--- config.mk ---
export PLATFORM = sky130hd
export DESIGN_NAME = control_unit
export DESIGN_NICKNAME = d
export VERILOG_FILES = /design/src/rtl/control_unit.sv
export SDC_FILE = /design/constraint.sdc
export NUM_CORES = 1
export LEC_CHECK = 0
export BUFFER_PORTS_ARGS = -buffer_cell sky130_fd_sc_hd__buf_4
export CAP_MARGIN = 10
export CORE_UTILIZATION = 47
export DETAILED_ROUTE_END_ITERATION = 10
export GPL_ROUTABILITY_DRIVEN = 0
export GPL_TIMING_DRIVEN = 0
export PLACE_DENSITY = 0.9
export SETUP_SLACK_MARGIN = 0.3
export SLEW_MARGIN = 20
export SYNTH_ARGS = -nofsm -noshare
export SYNTH_HDL_FRONTEND = slang
export SYNTH_SLANG_ARGS = --single-unit
--- constraint.sdc ---
create_clock -name clk -period 1.9 [get_ports clk]
set_input_delay 0 -clock clk [delete_from_list [all_inputs] [get_ports clk]]
set_output_delay 0 -clock clk [all_outputs]
set_load 0.02 [all_outputs]
--- src/rtl/control_unit.sv ---
// ---------------------------------------------------------------------------
// control_unit
//   Hardwired Moore sequencer for the single-bus Datapath. Runs the T0..T2
//   fetch, decodes the opcode class from ir[31:27] and steps the
//   instruction-specific execute cycles, then returns to T0.
//
// Parameters
//   MEM_WAIT   cycles each memory access holds Read/Write (1..15)
//
// Ports
//   clk        system clock
//   clr        synchronous active-high reset
//   ir         IR contents from the Datapath (only [31:27] decoded)
//   con_ff     branch condition flip-flop; gates PCin in br T6
//   PCout..Cout Datapath control strobes
//   alu_sel    000 ADD, 001 SUB, 010 AND, 011 OR
//   run        low only while halted
//   illegal    one-cycle pulse on an undefined opcode
//   step       (CU_SINGLE_STEP_EN only) advance from WAIT_STEP to T0
//
// Optional build macro
//   CU_SINGLE_STEP_EN  park in WAIT_STEP after every instruction until step
// ---------------------------------------------------------------------------
module control_unit #(
  parameter int unsigned MEM_WAIT = 1
) (
  input  logic        clk,
  input  logic        clr,
`ifdef CU_SINGLE_STEP_EN
  input  logic        step,
`endif
  input  logic [31:0] ir,
  input  logic        con_ff,
  output logic        PCout,
  output logic        MARin,
  output logic        IncPC,
  output logic        Zin,
  output logic        Zlowout,
  output logic        PCin,
  output logic        Read,
  output logic        Write,
  output logic        MDRin,
  output logic        MDRout,
  output logic        IRin,
  output logic        BAout,
  output logic        Yin,
  output logic        Rin,
  output logic        Rout,
  output logic        CONin,
  output logic        Gra,
  output logic        Grb,
  output logic        Grc,
  output logic        Cout,
  output logic [2:0]  alu_sel,
  output logic        run,
  output logic        illegal
);

  typedef enum logic [3:0] {
    S_RST, S_T0, S_T1, S_T2, S_T3, S_T4, S_T5, S_T6, S_T7, S_HALT
`ifdef CU_SINGLE_STEP_EN
    , S_WAIT_STEP
`endif
  } state_e;

  typedef enum logic [3:0] {
    C_ALU, C_IMM, C_LDI, C_LD, C_ST, C_BR, C_JR, C_NOP, C_HALT, C_ILL
  } cls_e;

  localparam logic [3:0] WAIT_LOAD = 4'(MEM_WAIT - 1);

  state_e     state_q, state_d, done_state;
  cls_e       cls_q, cls_d, dec_cls;
  logic [2:0] alu_q, alu_d, dec_alu;
  logic [3:0] wait_q, wait_d;

  // Only the opcode field is decoded; the register fields belong to the Datapath.
  logic unused_ir_bits;
  assign unused_ir_bits = ^ir[26:0];

`ifdef CU_SINGLE_STEP_EN
  // armed_q drops once a step press is consumed and re-arms when step goes
  // low, so a held step releases only one instruction.
  logic armed_q, armed_d;
  assign done_state = S_WAIT_STEP;
`else
  assign done_state = S_T0;
`endif

  // Opcode decode, consumed at the end of T2.
  always_comb begin
    // NOTE: every combinational output gets a default first so no path leaves it unassigned (no latch).
    dec_cls = C_ILL;
    dec_alu = 3'b000;
    unique case (ir[31:27])
      5'b00011: begin dec_cls = C_ALU; dec_alu = 3'b000; end
      5'b00100: begin dec_cls = C_ALU; dec_alu = 3'b001; end
      5'b00101: begin dec_cls = C_ALU; dec_alu = 3'b010; end
      5'b00110: begin dec_cls = C_ALU; dec_alu = 3'b011; end
      5'b01100: begin dec_cls = C_IMM; dec_alu = 3'b000; end
      5'b01101: begin dec_cls = C_IMM; dec_alu = 3'b010; end
      5'b01110: begin dec_cls = C_IMM; dec_alu = 3'b011; end
      5'b00001: dec_cls = C_LDI;
      5'b00000: dec_cls = C_LD;
      5'b00010: dec_cls = C_ST;
      5'b10010: dec_cls = C_BR;
      5'b10011: dec_cls = C_JR;
      5'b11010: dec_cls = C_NOP;
      5'b11011: dec_cls = C_HALT;
      default:  dec_cls = C_ILL;
    endcase
  end

  // Next state; wait_q reloads when a memory step is entered and the step
  // completes on the cycle it reads zero.
  always_comb begin
    state_d = state_q;
    cls_d   = cls_q;
    alu_d   = alu_q;
    wait_d  = (wait_q != 4'd0) ? wait_q - 4'd1 : 4'd0;
    unique case (state_q)
      S_RST:  state_d = S_T0;
      S_T0:   begin state_d = S_T1; wait_d = WAIT_LOAD; end
      S_T1:   if (wait_q == 4'd0) state_d = S_T2;
      S_T2: begin
        cls_d = dec_cls;
        alu_d = dec_alu;
        unique case (dec_cls)
          C_NOP:   state_d = done_state;
          C_HALT:  state_d = S_HALT;
          default: state_d = S_T3;
        endcase
      end
      S_T3:   state_d = (cls_q inside {C_JR, C_ILL}) ? done_state : S_T4;
      S_T4:   state_d = S_T5;
      S_T5: begin
        if (cls_q inside {C_LD, C_ST, C_BR}) state_d = S_T6;
        else                                 state_d = done_state;
        if (cls_q == C_LD) wait_d = WAIT_LOAD;
      end
      S_T6: begin
        if (cls_q == C_BR) state_d = done_state;
        else if (cls_q == C_ST) begin state_d = S_T7; wait_d = WAIT_LOAD; end
        else if (wait_q == 4'd0) state_d = S_T7;
      end
      S_T7:   if (cls_q == C_LD || wait_q == 4'd0) state_d = done_state;
      S_HALT: state_d = S_HALT;
`ifdef CU_SINGLE_STEP_EN
      S_WAIT_STEP: if (step && armed_q) state_d = S_T0;
`endif
      default: state_d = S_RST;
    endcase
  end

`ifdef CU_SINGLE_STEP_EN
  always_comb begin
    armed_d = armed_q;
    if (!step) armed_d = 1'b1;
    else if (state_q == S_WAIT_STEP && armed_q) armed_d = 1'b0;
  end
`endif

  always_ff @(posedge clk) begin
    // NOTE: sequential state is updated with non-blocking assignments so every flop samples pre-edge values.
    if (clr) begin
      state_q <= S_RST;
      cls_q   <= C_NOP;
      alu_q   <= 3'b000;
      wait_q  <= 4'd0;
`ifdef CU_SINGLE_STEP_EN
      armed_q <= 1'b1;
`endif
    end else begin
      state_q <= state_d;
      cls_q   <= cls_d;
      alu_q   <= alu_d;
      wait_q  <= wait_d;
`ifdef CU_SINGLE_STEP_EN
      armed_q <= armed_d;
`endif
    end
  end

  // Moore outputs; PCin in br T6 is the single input-dependent strobe.
  always_comb begin
    {PCout, MARin, IncPC, Zin, Zlowout, PCin, Read, Write, MDRin, MDRout,
     IRin, BAout, Yin, Rin, Rout, CONin, Gra, Grb, Grc, Cout} = '0;
    alu_sel = 3'b000;
    illegal = 1'b0;
    run     = (state_q != S_HALT);
    unique case (state_q)
      S_T0: begin PCout = 1'b1; MARin = 1'b1; end
      S_T1: begin Read = 1'b1; MDRin = 1'b1; IncPC = (wait_q == WAIT_LOAD); end
      S_T2: begin MDRout = 1'b1; IRin = 1'b1; end
      S_T3: unique case (cls_q)
        C_ALU, C_IMM:      begin Grb = 1'b1; Rout = 1'b1; Yin = 1'b1; end
        C_LDI, C_LD, C_ST: begin Grb = 1'b1; BAout = 1'b1; Yin = 1'b1; end
        C_BR:              begin Gra = 1'b1; Rout = 1'b1; CONin = 1'b1; end
        C_JR:              begin Gra = 1'b1; Rout = 1'b1; PCin = 1'b1; end
        C_ILL:             illegal = 1'b1;
        default: ;
      endcase
      S_T4: unique case (cls_q)
        C_ALU:             begin Grc = 1'b1; Rout = 1'b1; Zin = 1'b1; alu_sel = alu_q; end
        C_IMM:             begin Cout = 1'b1; Zin = 1'b1; alu_sel = alu_q; end
        C_LDI, C_LD, C_ST: begin Cout = 1'b1; Zin = 1'b1; end
        C_BR:              begin PCout = 1'b1; Yin = 1'b1; end
        default: ;
      endcase
      S_T5: unique case (cls_q)
        C_ALU, C_IMM, C_LDI: begin Zlowout = 1'b1; Gra = 1'b1; Rin = 1'b1; end
        C_LD, C_ST:          begin Zlowout = 1'b1; MARin = 1'b1; end
        C_BR:                begin Cout = 1'b1; Zin = 1'b1; end
        default: ;
      endcase
      S_T6: unique case (cls_q)
        C_LD: begin Read = 1'b1; MDRin = 1'b1; end
        C_ST: begin Gra = 1'b1; Rout = 1'b1; MDRin = 1'b1; end
        C_BR: begin Zlowout = 1'b1; PCin = con_ff; end
        default: ;
      endcase
      S_T7: unique case (cls_q)
        C_LD: begin MDRout = 1'b1; Gra = 1'b1; Rin = 1'b1; end
        C_ST: Write = 1'b1;
        default: ;
      endcase
      default: ;
    endcase
  end

endmodule

=== Yosys cells after proc, flatten, opt, wreduce, memory -nomap -nowiden ===
Index checks and enable logic that the tools add are counted.
W data, S select, Z words.

* Input port bits: 35
* Bits in registers: 15
* Word-level logic and storage cells: 114

* Multiplexer cells: 53
* Reductions and logical operators: 21
* Equality and inequality tests: 35
* $add $sub $neg: 1

{| class="wikitable"
|+ Operator list
! kind !! number
|-
| $pmux W4 S10 || 1
|-
| $mux W4 || 9
|-
| $pmux W4 S9 || 1
|-
| $eq A4 B3 Y1 const B || 8
|-
| $mux W1 || 22
|-
| $pmux W1 S2 || 11
|-
| $eq A5 B5 Y1 const B || 4
|-
| $eq A4 B2 Y1 const B || 4
|-
| $eq A4 B4 Y1 const B || 4
|-
| $eq A5 B3 Y1 const B || 3
|-
| $eq A5 B4 Y1 const B || 3
|-
| $logic_not A4 Y1 || 3
|-
| $mux W3 || 4
|-
| $pmux W4 S3 || 1
|-
| $reduce_or A4 Y1 || 3
|-
| $eq A5 B2 Y1 const B || 2
|-
| $reduce_or A2 Y1 || 5
|-
| $reduce_or A3 Y1 || 3
|-
| $eq A4 B1 Y1 const B || 2
|-
| $ne A4 B4 Y1 const B || 2
|-
| $pmux W4 S2 || 1
|-
| $pmux W2 S3 || 1
|-
| $eq A5 B1 Y1 const B || 1
|-
| $logic_not A5 Y1 || 1
|-
| other kinds (10) || 11
|}

=== Longest topological paths before layout ===
* Depth in word-level cells: 6
* Mapped depth: 6
* Depth with buffers taken out: 5

=== Worst setup path before layout ===
No wires, ideal clock.

* Kind: reg-to-output
* Start point: register state_q[0]
* End point: output Rout
* Cell stages (with the launch flop): 5
* Required time: 1.900 ns
* Setup slack: 0.062 ns
* Data arrival time: 1.838 ns
* Buffers on the path: 1
* Cells stage by stage: dfxtp_1 > or4b_1 > clkbuf_1 > o21a_1 > o41ai_1

* Longest elaborated chain between the ends: 2
* Elaborated cells between the ends (all ways): 4
* Those cells by class: eq/ne (3); mux (1)

{| class="wikitable"
|+ RTL lines
! what !! line !! RTL
|-
| start, declared || 72 || <nowiki>state_e state_q, state_d, done_state;</nowiki>
|-
| start signal, assigned || 174 || <nowiki>state_q <= state_d;</nowiki>
|-
| $eq A4 B3 Y1 || 191 || <nowiki>unique case (state_q)</nowiki>
|-
| $pmux W1 S3 (*) || 191 ||
|-
| end, declared || 48 || <nowiki>output logic Rout,</nowiki>
|}

Mark *: on every way between the ends. The rest lies on a longest branch, timed or not.

=== Worst setup path in the final report ===
* Start point: register state_q[2]
* End point: output PCin

* Longest elaborated chain between the ends: 2
* Elaborated cells between the ends (all ways): 3
* Those cells by class: eq/ne (2); mux (1)

{| class="wikitable"
|+ RTL lines
! what !! line !! RTL
|-
| $eq A4 B3 Y1 || 191 ||
|-
| $pmux W1 S2 (*) || 191 ||
|-
| end, declared || 39 || <nowiki>output logic PCin,</nowiki>
|}

Marks and branches as above.

==> results.md <==
Clocking:
- The maximum clock insertion buffer count is 2.
- The clock transition time at the flip-flop clock pins of the worst setup and hold paths is about 0.1 ns.
- The clock net in this run drives a total of 14 sinks.
- For the worst-skew pair, the clock arrives at the later sink with an insertion delay of 0.29 ns.
- The CTS buffer count is 3.
- The TritonCTS clock tree is built.
- The root buffer cell is clkbuf_4.
- CTS built an H-tree with a depth of 1.

Worst setup path:
- The largest driver fanout on the critical path is 7.
- On the worst path, the slowest cell contributes a delay of 0.50 ns.
- The register-to-register path setup slack is ~0.090 ns.
- The endpoint type of the worst setup path is a primary output.
- The sum of buffers and inverters on the critical path is 2.
- The critical path is of the reg -> out type.
- The data arrival time of the worst path is slightly above 2 ns.
- On the critical path, the stage with the largest delay is an instance of or4b_4.
- The largest delay contributor family on the critical path is simple AND/OR/NAND/NOR gates.
- At the worst endpoint, the required time is approximately 1.9 ns.
- STA classifies the critical path startpoint as a flop.
- The signal on the critical path passes through or4b_4 > buf_8 > nor3b_2 > a31oi_1 > nor2_1 > buf_4.

Routing:
- The final layout contains routed wiring with a total length of about 5800 microns.
- The average vias per placed instance is between 6 and 7.
- The number of optimization iterations in the first detailed-route pass is 4.
- In this run the remaining antenna-violating nets after routing total 0.
- The total vias in the final route is about 1.8k.
- After the first detailed-routing iteration, the DRC count stood at 95.
- The routed wire length per instance is 22.2 microns.
- In the routed design, unresolved DRC markers number 0.

Logic synthesis:
- The fraction of registers with async set/reset is 0%.
- In this run the cell area of the synthesized design comes to 1320 sq um.
- Of the total synthesized cell area, the portion taken by AND, OR, NAND and NOR gates is 35.9%.
- Measured against the total synthesized area, the mux share comes to under 10%.
- The number of distinct library cell variants in the gate-level netlist after synthesis is between 50 and 60.
- The share of synthesized cell area in full adder, half adder and majority cells is less than 1%.
- The fraction of synthesized cell area in xor and xnor cells is roughly 2%.
- The yosys synthesis warning count is 0.
- The instance count of the mapped netlist is roughly 180.
- Summing the areas of all compound-gate instances in the mapped netlist gives between 20% and 30% of the synthesized area.
- The synthesized design contains 0 enable-type register cells.
- The post-synthesis area per instance is roughly 7.5 sq um.
- The number of nets handed over by synthesis was approximately 210.
- The flip-flop cell with the highest count after synthesis is dfxtp_1.
- In this run, synthesis produced a sequential element count of 14.
- For this run, the register share of the synthesized area comes to approximately a fifth.
- After synthesis, the largest family of logic cells by area is simple AND/OR/NAND/NOR gates.

Global route:
- The number of antenna violations at the first check in global routing came to 0.
- The first global-routing pass estimated around 6900 microns of wire.
- Entering global routing, the biggest net connects 11 pins.
- The via count of the first global-routing pass is between 1k and 1.5k.
- The global routing usage summed across all routing layers is 32.0%.
- The remaining global-route overflow is 0.

STA:
- Setup repair after global routing could not meet its margin everywhere.
- For this run, the top clock speed supported by timing is approximately 500 MHz.
- For the pin with the worst max-slew slack, the measured transition is ~0.61 ns.
- Setup violations remaining at the end of the flow were counted as 4.
- The worst-case hold slack is between 0.07 and 0.08 ns.
- The smallest clock period supported by the final layout is computed as 2.02 ns.
- The total negative slack for setup checks is -0.235 ns.
- The relative slew slack is around three fifths.
- Setup slack on the critical path of the routed design comes to -0.117 ns.
- The final critical-path share of the clock period is 106%.
- The total count of hold-check failures in the final report came to 0.
- For the final database, setup skew stands at 0.00608 ns.
- The count of pins over their slew limit came to 0.

Power and ir drop:
- Internal power comes to ~1000 uW.
- The clock group share of total power is around an eighth.
- The switching power summed over all nets is around 890 uW.
- Dividing total power by cell area gives a power density of around 860 nW/um^2.
- In this run, the combinational gates consume 65.5% of the power.
- The worst supply voltage drop on vdd is 0.000861 V.
- The leakage component of the power is roughly 0.00090 uW.
- In this run switching power makes up between 40% and 50% of total power.
- Registers are responsible for 22.8% of the overall power.

Flow run:
- The count of max-cap constraint violations is 0.

Placed design:
- The area after detailed placement is 1570 sq um.
- Detailed placement ended at an HPWL of about 2400 microns.
- The placed cell count is 234.
- The number of port buffers is 27.

Floorplanning:
- During I/O placement, the number of pins put on the boundary was 60.
- The region available for standard cell placement spans about 2600 sq um.
- The die outline area is 3020 sq um.
- The count of standard-cell rows is 18.
- The die is approximately 55 microns wide.
- The initial standard-cell utilization of the core is 51.4%.
- From bottom edge to top edge, the die measures between 50 and 60 microns.

Min path:
- The tightest min-delay check is of the in -> reg type.

Status:
- The final reports fail on setup timing.
- The flow ran to the end, but the final reports show violations.

Layout:
- The ratio of cells with drive above 1 in the final layout is 53.4%.
- In the final design database the tool counted about 270 nets.
- The final core utilization is a little under 90%.
- Compared with the post-synthesis result, the final layout area differs by 71.0%.
- In the layout the commonest cells are buf_4, buf_6, nor2_1.
- The repair_antennas step left the layout with diodes totalling 0.
- The library cell used most frequently in the layout, excluding fill and tap cells, is buf_4.
- The final design area excluding fillers is 2260 sq um.
- The number of standard cells in the layout, taps in and fillers out is 262.
power groups by stage:
stage | clock [uW] | combinational (uW) | sequential [uW]
4_1_cts | 221 | 919 | 418
3_5_place_dp | 0 | 728 | 416
5_1_grt | 235 | 1320 | 442
3_3_place_gp | 0 | 710 | 412
2_1_floorplan | 0 | 562 | 402
6_report | 225 | 1270 | 442
cell families after synthesis:
family | count (synthesis)
buffers and inverters | 30
and+or+nand+nor | 76
DFF | 14
other | 1
muxes | 2
adders and majority gates | 1
xor gates and xnor gates | 3
AOI/OAI and AO/OA | 50
synth_stat cells, types with 2 or more instances:
cell,instances,area [sq um]
clkbuf_1,10,37.5
buf_1,2,7.51
a21o_1,2,15.0
inv_1,8,30.0
nor2_1,15,56.3
nand4b_1,2,17.5
a211oi_1,3,22.5
o31ai_1,5,37.5
or2_2,2,12.5
and2_1,5,31.3
o21a_1,2,15.0
nor4_1,2,12.5
buf_4,2,15.0
a31oi_1,6,37.5
nor3_1,10,50.1
xnor2_1,2,17.5
nand3_1,4,20.0
buf_2,7,35.0
a31o_2,2,17.5
o22a_1,4,35.0
o21ai_0,2,10.0
mux2i_1,2,20.0
nor2b_1,2,12.5
nand4bb_1,3,33.8
nand2_1,11,41.3
nor3b_1,2,15.0
nand2b_1,5,31.3
nor4b_2,2,30.0
a21oi_1,11,55.1
dfxtp_1,14,280
or4b_1,2,20.0
and4b_1,2,20.0
registers in the layout (all words and copies together), names as in the netlist:
register	flops
wait_q	4
state_q	4
cls_q	4
alu_q	2
area by class of cell:
type	count	area, sq um
multi-input cells	133	1200
clock buffers	4	36.3
fillers	111	310
repair buffers	51	478
plain buffers	21	174
inverters	9	33.8
well taps	30	37.5
flip-flops and latches	14	293
what timing repair did:
item                       4_1_cts  5_1_grt
hold endpoints to repair         1        0
setup endpoints to repair       30       34
resized for setup               65       40
hold buffers                     1        0
setup buffers                   16        7
pin swaps                       18       17
worst min-delay path, stage by stage:
cell     delay, ns
buf_4         0.13
a31o_4        0.16
a21oi_2       0.04
through the flow:
step	power (uW)	setup slack, ns
global route	2000	-0.114
finish	1940	-0.117
global placement	1120	0.196
floorplan	964	0.138
CTS	1560	-0.0116
detailed placement	1140	0.138
final timing paths:
path	startpoint	end	depth (start not counted)
max	state_q[2]	PCin	6
min	clr	wait_q[2]	3
max reg2reg	state_q[3]	state_q[3]	7
min reg2reg	alu_q[0]	alu_q[0]	2
routing by layer:
metal  up-vias  global-route usage, %  part of all wire (%)
met4         0                   14.6                   6.9
met1       822                   37.9                    37
met2       136                   55.2                    47
met5         -                      0                     0
met3        52                   6.28                   8.4
li1        764                      -                     -
(Power assumes the default switching activity.)
